[config.mk]
export PLATFORM = sky130hd
export DESIGN_NAME = ksa4_pipelined_adder
export DESIGN_NICKNAME = d
export VERILOG_FILES = /design/src/rtl/ksa_pkg.sv /design/src/rtl/ksa_pulse_capture.sv /design/src/rtl/ksa4_pipelined_adder.sv
export SDC_FILE = /design/constraint.sdc
export NUM_CORES = 1
export LEC_CHECK = 0
export BUFFER_PORTS_ARGS = -buffer_cell sky130_fd_sc_hd__buf_4
export CAP_MARGIN = 25
export CORE_MARGIN = 1.5
export CORE_UTILIZATION = 53
export DETAILED_ROUTE_END_ITERATION = 7
export PLACE_DENSITY = 0.74
export SLEW_MARGIN = 30
export SYNTH_ARGS = -nofsm -noshare
export SYNTH_HDL_FRONTEND = slang
export SYNTH_SLANG_ARGS = --single-unit
[constraint.sdc]
create_clock -name GCLK_Pad -period 0.95 [get_ports GCLK_Pad]
set_input_delay 0.095 -clock GCLK_Pad [delete_from_list [all_inputs] [get_ports GCLK_Pad]]
set_output_delay 0.095 -clock GCLK_Pad [all_outputs]
set_load 0.05 [all_outputs]
[src/rtl/ksa_pkg.sv]
//==============================================================================
// Module      : ksa_pkg
// Description : Shared width/latency constants, the (G,P) pair type and the
//               Kogge-Stone prefix-combine operator for ksa4_pipelined_adder.
// Revision    : 1.0  initial release
//==============================================================================
`default_nettype none

package ksa_pkg;

    localparam int KSA_W   = 4;   // operand width
    localparam int KSA_LAT = 4;   // sampling edge to output edge

    // Generate / propagate pair carried through the prefix tree.
    typedef struct packed {
        logic g;
        logic p;
    } ksa_gp_t;

    // Prefix operator: hi covers the upper span, lo the span directly below.
    function automatic ksa_gp_t ksa_combine(input ksa_gp_t hi, input ksa_gp_t lo);
        ksa_gp_t r;
        r.g = hi.g | (hi.p & lo.g);
        r.p = hi.p & lo.p;
        return r;
    endfunction

endpackage

`default_nettype wire

[src/rtl/ksa_pulse_capture.sv]
//==============================================================================
// Module      : ksa_pulse_capture
// Description : Single-bit pulse-capture cell. A rising edge on pulse_i marks
//               the bit as 1 until the next clk rising edge consumes it.
//               Built as a toggle/acknowledge pair so that each flop has one
//               clock: the pad edge flips tog_q, the clock edge copies it.
// Revision    : 1.0  initial release
//==============================================================================
`default_nettype none

module ksa_pulse_capture (
    input  logic clk,
    input  logic rst_n,
    input  logic pulse_i,
    output logic level_o
);

    logic tog_q;
    logic ack_q;

    // Pad-edge side: each rising edge of the input flips the toggle.
    always_ff @(posedge pulse_i or negedge rst_n) begin
        if (!rst_n) tog_q <= 1'b0;
        else        tog_q <= ~tog_q;
    end

    // Clock side: acknowledge whatever was pending at this edge, clearing it.
    always_ff @(posedge clk or negedge rst_n) begin
        if (!rst_n) ack_q <= 1'b0;
        else        ack_q <= tog_q;
    end

    assign level_o = tog_q ^ ack_q;

endmodule

`default_nettype wire

[src/rtl/ksa4_pipelined_adder.sv]
//==============================================================================
// Module      : ksa4_pipelined_adder
// Description : 4-bit Kogge-Stone adder with carry-in/out, five register
//               stages (capture, p/g, prefix span 1, prefix span 2, output),
//               one new addition per clock, latency of four edges.
//               Build option PULSE_CAPTURE_EN: every data pad goes through a
//               ksa_pulse_capture cell so short pulses count as a 1.
// Revision    : 1.0  initial release
//==============================================================================
`default_nettype none

module ksa4_pipelined_adder
    import ksa_pkg::*;
(
    input  logic GCLK_Pad,
    input  logic RST_N_Pad,
    input  logic a0_Pad,
    input  logic a1_Pad,
    input  logic a2_Pad,
    input  logic a3_Pad,
    input  logic b0_Pad,
    input  logic b1_Pad,
    input  logic b2_Pad,
    input  logic b3_Pad,
    input  logic cin_Pad,
    output logic sum0_Pad,
    output logic sum1_Pad,
    output logic sum2_Pad,
    output logic sum3_Pad,
    output logic cout_Pad
);

    logic [KSA_W-1:0] op_a;
    logic [KSA_W-1:0] op_b;
    logic             op_cin;

`ifdef PULSE_CAPTURE_EN
    logic [2*KSA_W:0] pad_raw;
    logic [2*KSA_W:0] pad_cap;

    assign pad_raw = {cin_Pad, b3_Pad, b2_Pad, b1_Pad, b0_Pad,
                      a3_Pad, a2_Pad, a1_Pad, a0_Pad};

    for (genvar i = 0; i <= 2*KSA_W; i++) begin : g_cap
        ksa_pulse_capture u_cap (
            .clk     (GCLK_Pad),
            .rst_n   (RST_N_Pad),
            .pulse_i (pad_raw[i]),
            .level_o (pad_cap[i])
        );
    end

    assign {op_cin, op_b, op_a} = pad_cap;
`else
    assign op_a   = {a3_Pad, a2_Pad, a1_Pad, a0_Pad};
    assign op_b   = {b3_Pad, b2_Pad, b1_Pad, b0_Pad};
    assign op_cin = cin_Pad;
`endif

    // Stage registers
    logic [KSA_W-1:0]          s0_a_q, s0_b_q;
    logic                      s0_cin_q;
    ksa_gp_t [KSA_W-1:0]       s1_gp_d, s1_gp_q;
    logic                      s1_cin_q;
    ksa_gp_t [KSA_W-1:0]       s2_gp_d, s2_gp_q;
    logic [KSA_W-1:0]          s2_p_d, s2_p_q;
    logic                      s2_cin_q;
    ksa_gp_t [KSA_W-1:0]       s3_gp_d, s3_gp_q;
    logic [KSA_W-1:0]          s3_p_q;
    logic                      s3_cin_q;
    logic [KSA_W-1:0]          s4_sum_d, s4_sum_q;
    logic                      s4_cout_d, s4_cout_q;

    // Next-state logic for p/g, both prefix levels and the sum stage.
    always_comb begin
        // S1: bitwise p/g, carry-in folded into bit 0 generate
        for (int i = 0; i < KSA_W; i++) begin
            s1_gp_d[i].p = s0_a_q[i] ^ s0_b_q[i];
            s1_gp_d[i].g = s0_a_q[i] & s0_b_q[i];
        end
        s1_gp_d[0].g = s1_gp_d[0].g | (s1_gp_d[0].p & s0_cin_q);

        // S2: span-1 prefix; bit 0 passes through. Raw p rides along.
        s2_gp_d[0] = s1_gp_q[0];
        for (int i = 1; i < KSA_W; i++) begin
            s2_gp_d[i] = ksa_combine(s1_gp_q[i], s1_gp_q[i-1]);
        end
        for (int i = 0; i < KSA_W; i++) begin
            s2_p_d[i] = s1_gp_q[i].p;
        end

        // S3: span-2 prefix; bits 0..1 pass through
        s3_gp_d[0] = s2_gp_q[0];
        s3_gp_d[1] = s2_gp_q[1];
        for (int i = 2; i < KSA_W; i++) begin
            s3_gp_d[i] = ksa_combine(s2_gp_q[i], s2_gp_q[i-2]);
        end

        // S4: G_{i-1} is the carry into bit i; bit 0 uses the raw carry-in
        s4_sum_d[0] = s3_p_q[0] ^ s3_cin_q;
        for (int i = 1; i < KSA_W; i++) begin
            s4_sum_d[i] = s3_p_q[i] ^ s3_gp_q[i-1].g;
        end
        s4_cout_d = s3_gp_q[KSA_W-1].g;
    end

    // Pipeline registers; reset clears every stage so in-flight work is lost.
    always_ff @(posedge GCLK_Pad or negedge RST_N_Pad) begin
        if (!RST_N_Pad) begin
            s0_a_q    <= '0;
            s0_b_q    <= '0;
            s0_cin_q  <= 1'b0;
            s1_gp_q   <= '0;
            s1_cin_q  <= 1'b0;
            s2_gp_q   <= '0;
            s2_p_q    <= '0;
            s2_cin_q  <= 1'b0;
            s3_gp_q   <= '0;
            s3_p_q    <= '0;
            s3_cin_q  <= 1'b0;
            s4_sum_q  <= '0;
            s4_cout_q <= 1'b0;
        end else begin
            s0_a_q    <= op_a;
            s0_b_q    <= op_b;
            s0_cin_q  <= op_cin;
            s1_gp_q   <= s1_gp_d;
            s1_cin_q  <= s0_cin_q;
            s2_gp_q   <= s2_gp_d;
            s2_p_q    <= s2_p_d;
            s2_cin_q  <= s1_cin_q;
            s3_gp_q   <= s3_gp_d;
            s3_p_q    <= s2_p_q;
            s3_cin_q  <= s2_cin_q;
            s4_sum_q  <= s4_sum_d;
            s4_cout_q <= s4_cout_d;
        end
    end

    // Group propagates after the last prefix level feed nothing; synthesis
    // removes them.
    logic unused_p;
    assign unused_p = ^{s3_gp_q[3].p, s3_gp_q[2].p, s3_gp_q[1].p, s3_gp_q[0].p};

    assign sum0_Pad = s4_sum_q[0];
    assign sum1_Pad = s4_sum_q[1];
    assign sum2_Pad = s4_sum_q[2];
    assign sum3_Pad = s4_sum_q[3];
    assign cout_Pad = s4_cout_q;

endmodule

`default_nettype wire

==> results of run 1 <==
[per-layer routing]
layer	global-route usage [%]	wire length, um	part of all wire (%)	vias to the layer above
met3	6.14	74	5.9	3
met5	0	0	0	-
met1	12.5	524	42	270
met2	22.3	623	50	20
li1	-	-	-	253
met4	8.11	21	1.7	0
[sequential cells by signal (all words and copies together), names as in the netlist]
signal / flops
s0_cin_q: 1
s0_a_q: 4
s4_cout_d: 1
s1_gp_q: 8
s0_b_q: 4
s3_cin_q: 1
s4_sum_q: 4
cout_Pad: 1
s2_cin_q: 1
s1_cin_q: 1
s2_gp_q: 6
s2_p_q: 4
s3_gp_q: 3
s3_p_q: 4
[Yosys cell counts]
cell type,n
ha_1,4
a21o_1,6
xor2_1,4
and2_1,2
dfrtp_1,43
[logic make-up (layout without fill, tap and decap cells)]
| group | count (synthesis) | in the layout | share of synthesized area [%] |
|---|---|---|---|
| buffers and inverters | 0 | 33 | 0 |
| adder cells (fa/ha/maj) | 4 | 4 | 4.11 |
| AND/OR/NAND/NOR | 2 | 2 | 1.03 |
| flip-flops | 43 | 43 | 88.3 |
| XOR/XNOR | 4 | 4 | 2.87 |
| AO/OA/AOI/OAI | 6 | 6 | 3.70 |
[through the flow]
step / cell area [um^2] / cells / setup TNS (ps) / hold slack [ps] / power, uW
2_1_floorplan: 1220 / 59 / 0 / -201 / 2280
5_1_grt: 1570 / 120 / -343 / 295 / 3750
3_5_place_dp: 1370 / 102 / 0 / 103 / 2430
6_report: 1570 / 120 / -90.2 / 262 / 3590
3_3_place_gp: 1370 / 102 / 0 / 89.2 / 2410
4_1_cts: 1570 / 120 / -186 / 266 / 3640
[what timing repair did]
item / 4_1_cts / 5_1_grt
hold endpoints to repair: 52 / 0
hold buffers: 10 / 0
endpoints found under the setup margin: 6 / 6
pin swaps: 1 / 0
resized for setup: 5 / 0
[layout make-up]
class	instances	share of cell area [%]
sequential	43	68.5
timing repair buffer	25	14.7
tap	28	2.23
multi-input combinational	16	9.08
clock inverter	2	2.23
clock buffer	6	3.26
[worst max path at each step]
stage	from	endpoint	slack (ps)
CTS	s4_sum_q[2]$_DFF_PN0_	sum2_Pad	-40
detailed placement	s0_a_q[0]$_DFF_PN0_	s1_gp_q[1]$_DFF_PN0_	9
global placement	s0_a_q[0]$_DFF_PN0_	s1_gp_q[1]$_DFF_PN0_	40
finish	s4_sum_q[2]$_DFF_PN0_	sum2_Pad	-20
floorplan	s0_a_q[0]$_DFF_PN0_	s1_gp_q[1]$_DFF_PN0_	50
global route	cout_Pad$_DFF_PN0_	cout_Pad	-70
[power by group through the flow]
stage / Clock (uW) / Combinational, uW / Sequential (uW)
final: 1150 / 382 / 2060
after floorplan: 0 / 53.3 / 2220
after global routing: 1250 / 417 / 2080
after detailed placement: 0 / 331 / 2100
after global placement: 0 / 323 / 2090
after CTS: 1180 / 389 / 2070
==> results.txt, run 1 <==
Final hold violation count: 0
CTS tree: built
Pleak: 0.000783 uW
Place WS: 8.64 ps
Post-CTS setup buffer count: 0
Vias in the first global route: 575
Seq pwr share: 57.4%
DR iter-0 viols: 2
Core Area: 2190 um^2
Total of max-cap violations: 0
P_int: 2790 uW
Initial antenna violation count: 0
Drt total wl: 1240 um
Initial Util: 55.6%
DRC viols: 0
Most frequent cells in the layout: dfrtp_1, dlygate4sd3_1, buf_4, a21o_1
Slew @ Worst Pin: 493 ps
Num CTS Buffers: 5
Fillers: 139
Startpoint types: register
Area occupied by multi-input gates: 143 um^2
Slew margin rel.: 67.1%
Status: finished, violations left
Combinational share of power: 10.6%
Register area share after synthesis: 88.3%
Area grow syn2layout: 29.0%
H-tree depth: 2
Crit path DAT: 880 ps
Die H: 51.0 um
Clock Tree Root: clkbuf_4
Delay-heaviest family, CP: flip-flops
Number of vias per cell: 4.55
P_sw: 810 uW
Final ANT Viol Nets: 0
RR Endpoint: s1_gp_q[1]$_DFF_PN0_
Crit path cell chain: buf_6
Hold Path Class: input port to asynchronous set/reset pin
Mapped Area: 1220 um^2
P per Cell Area: 2290 nW/um^2
Setup ws final: -23.4 ps
FF-to-FF Start: s0_b_q[0]$_DFF_PN0_
Depth of the worst register-to-register path: 2
Post-Syn Instances: 59
Post-route minimum period: 973 ps
Final setup vio count: 6
Clock power frac: 31.9%
Reg area: 1080 um^2
Net Count, Synth: 74
VDD IR-drop max: 0.00192 V
RSZ-0062 raised after global routing: true
CP Depth: 1
TritonRoute pass-1 iters: 3
YS warnings: 0
CP max FO: 1
Total track usage: 13.1%
Vias: 546
First-pass GRT wire length: 2330 um
Clock slew at reported path FFs: 120 ps
Bufs on Longest Clock Path: 2
Largest net degree at the start of global routing: 44
Total gr overflow: 0
Cell taking the most area after synthesis: dfrtp_1
Element type at the critical path end: output port
Share of cells above drive strength 1: 25.0%
Clock Skew: 10.8 ps
Area share of the largest cell type after synthesis: 88.3%
Most common cell after layout, fill and taps aside: dfrtp_1
Slowest library cell on the worst path: dfrtp_1
Fin crit share: 102%
Die area: 2600 um^2
Net Sw Frac: 22.5%
Yosys reg bits: 43
Failing checks: negative setup slack
Reg2Reg Setup Slack: -10 ps
Final Max Tran Viols: 0
Half-perimeter wire length after placement: 715 um
# diodes: 0
Worst EP required: 850 ps
Drt wl/cell: 10.4 um
Clk Latency, worst-skew pair: 330 ps
Crit path kind: register to output port
Final GP Congestion: 0.638
I/O pin total: 16
Top cells by area, synth: dfrtp_1, ha_1, a21o_1, xor2_1, and2_1
Max frequency: 1030 MHz
PortBufs: 15
CP Buf/Inv Count: 1
Row count: 17
Largest stage delay, worst path: 390 ps
Fin util: 71.7%
Final net count: 106
Syn_area_per_cell: 20.7 um^2
Cell variety after synth: 5
Clock sink count: 43
Die Width: 51.0 um
No activity file was read; power rests on OpenSTA's default activity.
==> run 2, diff against run 1 <==
CELL_PAD_IN_SITES_DETAIL_PLACEMENT = 1   (was not set)
CELL_PAD_IN_SITES_GLOBAL_PLACEMENT = 1   (was not set)
CORE_UTILIZATION = 49   (was 53)
CTS_BUF_LIST = sky130_fd_sc_hd__clkbuf_16   (was not set)
PLACE_DENSITY = not set   (was 0.74)
PLACE_DENSITY_LB_ADDON = 0.1   (was not set)
clock period = 1.2 ns   (was 0.95 ns; I/O delays follow)
==> run 2 against run 1 <==
The run now ends clean. Final area grew 1.5%. Critical path depth grew 1. Clock power grew 5%. Hold slack gained 92 ps. Sequential cell count is the same. Count of clock-buffer cells in the layout shrank 1. Core utilization shrank 1.6 points. First-iteration DRC count grew 50%. Highest routed layer unchanged.
==> results.txt, run 2 (synthesis gave the netlist of run 1 again) <==
Total of max-cap violations: 0
Half-perimeter wire length after placement: 1090 um
Num CTS Buffers: 5
Final net count: 106
Share of cells above drive strength 1: 22.2%
DRC viols: 0
Max reg flops: 8
Most common cell after layout, fill and taps aside: dfrtp_1
Largest stage delay, worst path: 370 ps
Post-route minimum period: 966 ps
Die Width: 52.9 um
Worst EP required: 1360 ps
Largest net degree at the start of global routing: 44
Post-CTS setup buffer count: 0
Final Max Tran Viols: 0
Clk Latency, worst-skew pair: 280 ps
# diodes: 0
Slew margin rel.: 67.0%
Vias in the first global route: 693
DR iter-0 viols: 3
Die area: 2800 um^2
Status: finished, final reports clean
Crit path kind: register to register
Bufs on Longest Clock Path: 2
Element type at the critical path end: register
RSZ-0062 raised after global routing: false
Clock Skew: 2.03 ps
TritonRoute pass-1 iters: 2
First-pass GRT wire length: 3630 um
Slew @ Worst Pin: 495 ps
Crit path cell chain: ha_1 -> a21o_1
Placed cells: 102
I/O pin total: 16
CP max FO: 2
Non-Filler Instances: 118
Initial Util: 53.5%
Clock Tree Root: clkbuf_16
Total gr overflow: 0
Clock sink count: 43
Final Hold Slack: 354 ps
Clock slew at reported path FFs: 50 ps
Drt wl/cell: 19.6 um
Row count: 17
Final GP Congestion: 0.600
Startpoint types: register
Top flop regs: s1_gp_q (8), s2_gp_q (6)
Setup TNS: 0 ps
Vias: 569
Slowest library cell on the worst path: dfrtp_1
Number of vias per cell: 4.82
Most frequent cells in the layout: dfrtp_1, buf_4, dlygate4sd3_1, a21o_1, clkbuf_16
VDD IR-drop max: 0.00143 V
Initial antenna violation count: 0
Largest Register: s1_gp_q
Die H: 52.9 um
Core Area: 2280 um^2
Drt total wl: 2320 um
Total track usage: 21.4%
PortBufs: 15
Final ANT Viol Nets: 0
H-tree depth: 2
Final hold violation count: 0
Pleak: 0.000795 uW
Crit path DAT: 1130 ps
Fin crit share: 80.5%
Hold Path Class: register to register
Max frequency: 1030 MHz
Fin util: 70.1%
Resize count post-CTS: 0
Area grow syn2layout: 30.9%
P per Cell Area: 1980 nW/um^2
CTS tree: built
Final setup vio count: 0
[run 2: cell count changes in the layout (fill, tap and decap cells not counted)]
cell / delta
buf_4: +5
buf_6: -5
clkbuf_16: +5
clkbuf_4: -5
bufinv_16: -1
clkbuf_8: -1
clkinv_2: -1
inv_1: +1
[run 2: worst paths after layout]
| path | slack [ps] | depth (start not counted) | start | endpoint |
|---|---|---|---|---|
| min in group asynchronous | 360 | 2 | RST_N_Pad | s3_p_q[1]$_DFF_PN0_ |
| worst max-delay path | 230 | 2 | s0_a_q[0]$_DFF_PN0_ | s1_gp_q[1]$_DFF_PN0_ |
| worst min-delay path | 350 | 0 | s1_gp_q[0]$_DFF_PN0_ | s2_p_q[0]$_DFF_PN0_ |
| worst max register to register | 230 | 2 | s0_a_q[0]$_DFF_PN0_ | s1_gp_q[1]$_DFF_PN0_ |
| max in group asynchronous | 500 | 2 | RST_N_Pad | s1_gp_q[0]$_DFF_PN0_ |
| worst min register to register | 350 | 0 | s1_gp_q[0]$_DFF_PN0_ | s2_p_q[0]$_DFF_PN0_ |
[run 2: what timing repair did]
action,4_1_cts,5_1_grt
hold endpoints to repair,52,0
hold buffers,10,0
endpoints found under the setup margin,0,0
[run 2: per-layer routing]
| layer | routed length (um) | share of wire (%) | up-vias | GRT usage (%) |
|---|---|---|---|---|
| li1 | - | - | 249 | - |
| met1 | 828 | 36 | 294 | 21.3 |
| met2 | 1300 | 56 | 19 | 38.5 |
| met3 | 131 | 5.7 | 7 | 9.04 |
| met4 | 51 | 2.2 | 0 | 8.97 |
| met5 | 0 | 0 | - | 0 |
[run 2: cell type report]
type                    count  area [um^2]
clock buffers               5          125
multi-input cells          16          143
repair buffers             25          213
well taps                  28         35.0
flip-flops and latches     43         1080
clock inverters             1         3.75
fillers                   189          681
[run 2: power breakdown]
part           switching, uW  internal [uW]  leakage (uW)
clock                    470            738     0.0000669
combinational            187            114      0.000216
sequential              66.6           1590      0.000512
[run 2: worst max-delay path: cells and delay by family, from the launching register on]
family / cells / cell delay, ps
DFF: 1 / 370
AOI/OAI and AO/OA: 1 / 170
adders and majority gates: 1 / 320
[run 2: per-stage QoR]
| stage | total power, uW | instance area, um^2 | setup slack, ps |
|---|---|---|---|
| after floorplan | 1800 | 1220 | 301 |
| after global placement | 1910 | 1370 | 293 |
| after detailed placement | 1940 | 1370 | 258 |
| after CTS | 3170 | 1600 | 223 |
| after global routing | 3290 | 1600 | 207 |
| final | 3160 | 1600 | 234 |
